### src/rtl/leaf_stream_fifo.sv
// -----------------------------------------------------------------------------
// leaf_stream_fifo
//   Leaf buffering stage sitting below one child slot of a fan-out node.
//   Synchronous FIFO of DEPTH words with valid/ready handshakes on both
//   sides, an occupancy count and full/empty flags. The head word is read
//   straight out of the storage array at the read pointer, so a word pushed
//   on edge N is presented with out_valid=1 during the following cycle.
//
//   Optional build macro: LEAF_FIFO_STATS_EN
//     When defined, 16-bit wrapping counters of accepted pushes and pops are
//     added as output ports (used for hierarchy-wide traffic checks).
//
// Parameters
//   DATA_W     payload width in bits (>=1)
//   DEPTH      storage entries, power of two, >=2
//
// Ports
//   clk        sole clock, rising edge
//   rst        synchronous reset, active-high
//   in_valid   upstream word present
//   in_ready   FIFO accepts a word this cycle (!full & !rst)
//   in_data    upstream payload, sampled only on an accepted push
//   out_valid  head word present (!empty)
//   out_ready  downstream accepts the head word
//   out_data   head payload (don't-care while empty)
//   count      current occupancy, 0..DEPTH
//   full       count == DEPTH
//   empty      count == 0
//   push_cnt   accepted pushes, wrapping    (LEAF_FIFO_STATS_EN only)
//   pop_cnt    accepted pops, wrapping      (LEAF_FIFO_STATS_EN only)
// -----------------------------------------------------------------------------
`timescale 1ns/1ps
module leaf_stream_fifo #(
   parameter int DATA_W = 8,
   parameter int DEPTH  = 4
) (
   input  logic                       clk,
   input  logic                       rst,
   input  logic                       in_valid,
   output logic                       in_ready,
   input  logic [DATA_W-1:0]          in_data,
   output logic                       out_valid,
   input  logic                       out_ready,
   output logic [DATA_W-1:0]          out_data,
   output logic [$clog2(DEPTH):0]     count,
   output logic                       full,
   output logic                       empty
`ifdef LEAF_FIFO_STATS_EN
   ,
   output logic [15:0]                push_cnt,
   output logic [15:0]                pop_cnt
`endif
);

   localparam int AW = $clog2(DEPTH);
   localparam int CW = AW + 1;

   logic [DATA_W-1:0] mem_q [DEPTH];
   logic [AW-1:0]     wp_q, wp_d;
   logic [AW-1:0]     rp_q, rp_d;
   logic [CW-1:0]     count_q, count_d;
   logic              push, pop;

   // Flags come from registered occupancy only. in_ready deliberately ignores
   // out_ready, so a full FIFO refuses a push even in a cycle where it pops.
   assign full      = (count_q == CW'(DEPTH));
   assign empty     = (count_q == '0);
   assign count     = count_q;
   assign in_ready  = !full && !rst;
   assign out_valid = !empty;
   assign out_data  = mem_q[rp_q];

   assign push = in_valid  && in_ready;
   assign pop  = out_valid && out_ready;

   // Pointers are exactly AW bits wide, so the +1 wraps DEPTH-1 -> 0 for free.
   always_comb begin
      wp_d    = wp_q;
      rp_d    = rp_q;
      count_d = count_q;
      if (push) begin
         wp_d = wp_q + AW'(1);
      end
      if (pop) begin
         rp_d = rp_q + AW'(1);
      end
      case ({push, pop})
         2'b10:   count_d = count_q + CW'(1);
         2'b01:   count_d = count_q - CW'(1);
         default: count_d = count_q;
      endcase
   end

   always_ff @(posedge clk) begin
      if (rst) begin
         wp_q    <= '0;
         rp_q    <= '0;
         count_q <= '0;
      end else begin
         wp_q    <= wp_d;
         rp_q    <= rp_d;
         count_q <= count_d;
      end
   end

   // Storage is not reset; push already implies !rst through in_ready.
   always_ff @(posedge clk) begin
      if (push) begin
         mem_q[wp_q] <= in_data;
      end
   end

`ifdef LEAF_FIFO_STATS_EN
   logic [15:0] push_cnt_q, push_cnt_d;
   logic [15:0] pop_cnt_q,  pop_cnt_d;

   always_comb begin
      push_cnt_d = push_cnt_q;
      pop_cnt_d  = pop_cnt_q;
      if (push) begin
         push_cnt_d = push_cnt_q + 16'd1;
      end
      if (pop) begin
         pop_cnt_d = pop_cnt_q + 16'd1;
      end
   end

   always_ff @(posedge clk) begin
      if (rst) begin
         push_cnt_q <= '0;
         pop_cnt_q  <= '0;
      end else begin
         push_cnt_q <= push_cnt_d;
         pop_cnt_q  <= pop_cnt_d;
      end
   end

   assign push_cnt = push_cnt_q;
   assign pop_cnt  = pop_cnt_q;
`else
   // Statistics counters are not built in this configuration.
`endif

endmodule
### config.mk
export PLATFORM = sky130hd
export DESIGN_NAME = leaf_stream_fifo
export DESIGN_NICKNAME = d
export VERILOG_FILES = /design/src/rtl/leaf_stream_fifo.sv
export SDC_FILE = /design/constraint.sdc
export NUM_CORES = 1
export LEC_CHECK = 0
export ABC_CLOCK_PERIOD_IN_PS = 4290
export CAP_MARGIN = 10
export CORE_MARGIN = 10
export CORE_UTILIZATION = 45
export CTS_BUF_LIST = sky130_fd_sc_hd__clkbuf_4
export CTS_CLUSTER_SIZE = 28
export DETAILED_ROUTE_END_ITERATION = 16
export PLACE_DENSITY = 0.75
export RECOVER_POWER = 50
export SYNTH_ARGS = -nofsm -noshare
export SYNTH_HDL_FRONTEND = slang
export SYNTH_SLANG_ARGS = --single-unit
### constraint.sdc
create_clock -name clk -period 4.29 [get_ports clk]
set_clock_uncertainty 0.1 [all_clocks]
set_input_delay 0.858 -clock clk [delete_from_list [all_inputs] [get_ports clk]]
set_output_delay 0.858 -clock clk [all_outputs]
set_load 0.02 [all_outputs]
# Word-level counts from Yosys, hierarchy flattened
# Memory sizes are Yosys's and may differ from the RTL's. A register that Yosys moved wholly into a read port is not among the register bits.
# Index checks and enable logic that the tools add are counted.
# Widths: inputs -> output; s select.
# totals
ff_bits	7
latchBits	0
ram_bits	32
rom_bits	0
input_bits	12
out_inout_bits	15
wordCells	24
memories	1
# classes
add_sub_neg	4
n_mul	0
div	0
magnitude_cmp	0
n_eq_ne	3
shift	0
n_mux	5
bitwise_logic	0
n_reduce_logical	8
# mem_list
memory	words	word_bits	rd	rd_clocked_by_memory_dff	wr	line	rtl
mem_q	4	8	1	1	1	58	logic [DATA_W-1:0] mem_q [DEPTH];
# ops
op	count
$pmux 3 s2	1
$add 2x1->2 const B	2
$mux 2	2
$add 3x1->3 const B	1
$eq 3x3->1 const B	1
$logic_and 1x1->1	3
$logic_not 1->1	3
$logic_not 3->1	1
$sub 3x1->3 const B	1
$eq 2x1->1 const B	1
$eq 2x2->1 const B	1
$mux 1	2
$reduce_bool 2->1	1

# Longest topological paths before layout
# logic_depth
word_depth	6
mapped_depth	9
mapped_depth_nobuf	9

# Worst setup path before layout
# No wires, ideal clock.
# synth_path
path_type	in2reg
from	in rst
to	reg count_q[2] (netlist: count[2])
arrival_ns	2.481
required_ns	4.118
setup_slack_ns	1.637
path_stages	9
path_buffers	1
path_cell_list	clkbuf_1 > nor3b_4 > inv_1 > ha_1 > inv_1 > fa_1 > xor2_1 > or3_1 > a21oi_1
# synth_between
elab_chain_cells	5
elab_cells_between_ends	7
classes_between	eq/ne: 2; mux: 1; reduce/logical: 4
# synth_rtl
item	line	rtl
from (decl)	38	input logic rst,
$logic_not 1->1	69	assign in_ready = !full && !rst;
$logic_and 1x1->1	69	
$logic_and 1x1->1	73	assign push = in_valid && in_ready;
$eq 2x1->1 or $eq 2x2->1 (tied branches)	87	case ({push, pop})
$pmux 3 s2 or $reduce_bool 2->1 (tied branches)	-	
to (signal assigned)	102	count_q <= count_d;
to (decl)	61	logic [CW-1:0] count_q, count_d;
# Several ways; a longest one is shown, not always the timed one.
# A chain may end at the register's enable or synchronous reset.

# Worst setup path after layout
# layout_path
from	in rst
to	out in_ready
# layout_between
elab_chain_cells	2
# layout_rtl
item	line	rtl
$logic_not 1->1	69	
$logic_and 1x1->1	69	
to (decl)	40	output logic in_ready,
# Every way passes these cells.

==> flow_summary.json <==
{
  "cts-root-buf": "clkbuf_4",
  "relSlewSlack_pct": 47.5,
  "drive_above_1_share_pct": 15.1,
  "grt_use_met2_pct": 14.3,
  "ant_nets": 0,
  "path_max_fanout": 10,
  "outcome": "finished, final reports clean",
  "cts_resized": 0,
  "synth_top_family_by_area": "multiplexers",
  "ys_seq_area_share_pct": 69.3,
  "synth-xor-area-share_pct": 1.60,
  "grtUsageTotal_pct": 9.11,
  "finalSetupTns_ns": 0,
  "grt_max_degree": 13,
  "ys_warn_count": 0,
  "synth_cell_types": 24,
  "holdBufCountCts": 0,
  "finalWeightedCongestion": 0.742,
  "max_cap_violations": 0,
  "grt_pass1_wl_um": 4420,
  "syn_to_final_growth_pct": 21.3,
  "syn-cell-area_sq_mm": 0.00165,
  "syn_inst": 95,
  "power_density_mw_per_mm2": 539,
  "muxShareOfSynthArea_pct": 12.5,
  "met1_usage_pct": 9.56,
  "place_area_sq_mm": 0.00195,
  "multi_input_area_sq_um": 452,
  "synth-compound-area-share_pct": 1.98,
  "die_h_um": 80.5,
  "rows": 21,
  "drc_errors": 0,
  "io_pins": 27,
  "grt_use_met3_pct": 5.35,
  "drtPass1Iterations": 4,
  "period_needed_ns": 3.23,
  "crit_path_end_kind": "primary output",
  "die_area_sq_mm": 0.00648,
  "postRouteWirelength_um": 2690,
  "cpPeakStageDelay_ns": 0.67,
  "grt_pass1_vias": 919,
  "path_cells": "dlygate4sd3_1, nor2_1, clkdlybuf4s50_1",
  "antenna_cells": 0,
  "min_path_type": "reg2reg",
  "final_common_cell": "edfxtp_1",
  "min_period_over_period_pct": 75.4,
  "vias": 847,
  "gr-total-overflow": 0,
  "cts_sinks": 41,
  "p_leak_nw": 0.684,
  "worstPathRequired_ns": 3.33,
  "fin_nets": 143,
  "syn_nets": 113,
  "ir_drop_v": 0.000270,
  "arrival_ns": 2.28,
  "post-cts-setup-buffers": 0,
  "max_freq_mhz": 309,
  "antenna_found_initial": 0,
  "layout_common_cells": "edfxtp_1 (32), clkdlybuf4s50_1 (14), dlygate4sd3_1 (12), dfxtp_1 (9), mux4_2 (8)",
  "crit_type": "in2out",
  "synth_simple_gate_area_share_pct": 7.07,
  "drt-wirelength-per-cell_um": 15.7,
  "fillers": 263,
  "port_buffers": 26,
  "hold_viol_final": 0,
  "drt-vias-per-instance": 4.92,
  "rsz0062_at_grt": "no",
  "slowest_stage": "dlygate4sd3_1",
  "worstSetupStartpointType": "primary input",
  "seqCellArea_sq_mm": 0.00114,
  "coreArea_sq_mm": 0.00344,
  "finalSetupViolations": 0,
  "tritoncts.num_buffers": 5,
  "dr.first_iter.drc_count": 44,
  "tightest_slew_ns": 0.786,
  "fin_area_sq_mm": 0.00200,
  "worstSkewPairLatency_ns": 0.33,
  "htree_levels": 2,
  "syn_avg_cell_area_sq_um": 17.3,
  "start_util_pct": 47.8,
  "cts_tree": "built",
  "chipWidth_um": 80.5,
  "yosys.area_share.adder_pct": 5.02,
  "drv_slew": 0,
  "grt.busiest_layer": "met2",
  "clk_pin_slew_ns": 0.10,
  "ys_ff_latch": 41,
  "cts_max_path_buffers": 2
}
-- report_power, final --
group	switching, W	internal, W
registers	0.0000499	0.000472
logic	0.000174	0.000196
clock network	0.000109	0.0000757
total	0.000333	0.000743
-- worst paths after layout --
check / startpoint / end / slack [ns] / cells after the start
max: rst / in_ready / 1.06 / 3
min: rp_q[1] / flip-flop / 0.40 / 2
max reg2reg: count[2] / count[2] / 1.78 / 9
min reg2reg: rp_q[1] / flip-flop / 0.40 / 2
-- Yosys cell counts (all sizes together) --
cell,number,share of area (%)
edfxtp,32,58
dfxtp,9,11
inv,8,1.8
mux4,8,11
nor2,7,1.6
ha,5,3.8
and2,4,1.5
a21oi,3,0.91
or3,3,1.4
xor2,3,1.6
buf,2,0.53
nor3b,2,1.9
o21ai,2,0.61
clkbuf,1,0.23
fa,1,1.2
mux2,1,0.91
mux2i,1,0.61
nand2,1,0.23
nand2b,1,0.38
o31ai,1,0.46
-- cell type report --
cell class | instances | area share, %
Tap cell | 46 | 2.88
Inverter | 8 | 1.50
Timing Repair Buffer | 26 | 13.0
Multi-Input combinational cell | 43 | 22.6
Sequential cell | 41 | 57.1
Clock buffer | 7 | 2.63
Clock inverter | 1 | 0.188
-- cells by family (layout without fill, tap and decap cells) --
family,after synthesis,in the layout
flops,41,41
simple gates,18,18
buf+inv,11,42
mux,10,10
fa+ha+maj,6,6
compound gates,6,6
xor+xnor,3,3
-- critical path: cells and delay by family --
family | cells | cell delay (ns)
and+or+nand+nor | 1 | 0.14
buffers and inverters | 2 | 1.28
-- stage by stage --
| stage | instances | hold WS, ns | setup WS [ns] | util [%] | power, W |
|---|---|---|---|---|---|
| 2_1_floorplan | 95 | 0.359 | 1.64 | - | 0.000759 |
| 3_3_place_gp | 164 | 0.387 | 1.08 | 56.7 | 0.000911 |
| 3_5_place_dp | 164 | 0.384 | 1.09 | 56.7 | 0.000916 |
| 4_1_cts | 172 | 0.402 | 1.07 | 58.3 | 0.00110 |
| 5_1_grt | 172 | 0.431 | 0.920 | 58.0 | 0.00115 |
| 6_report | 172 | 0.400 | 1.06 | 58.0 | 0.00108 |
-- flip-flops by register name (all words and copies together) (netlist names), named ones only --
signal,count
wp_q,2
mem_q,32
count,3
rp_q,2
-- routing by layer --
metal / vias to the layer above / wire (um)
li1: 412 / -
met1: 408 / 1050
met4: 0 / 53
met3: 5 / 243
met2: 22 / 1340
met5: - / 0
(Power assumes the default switching activity.)
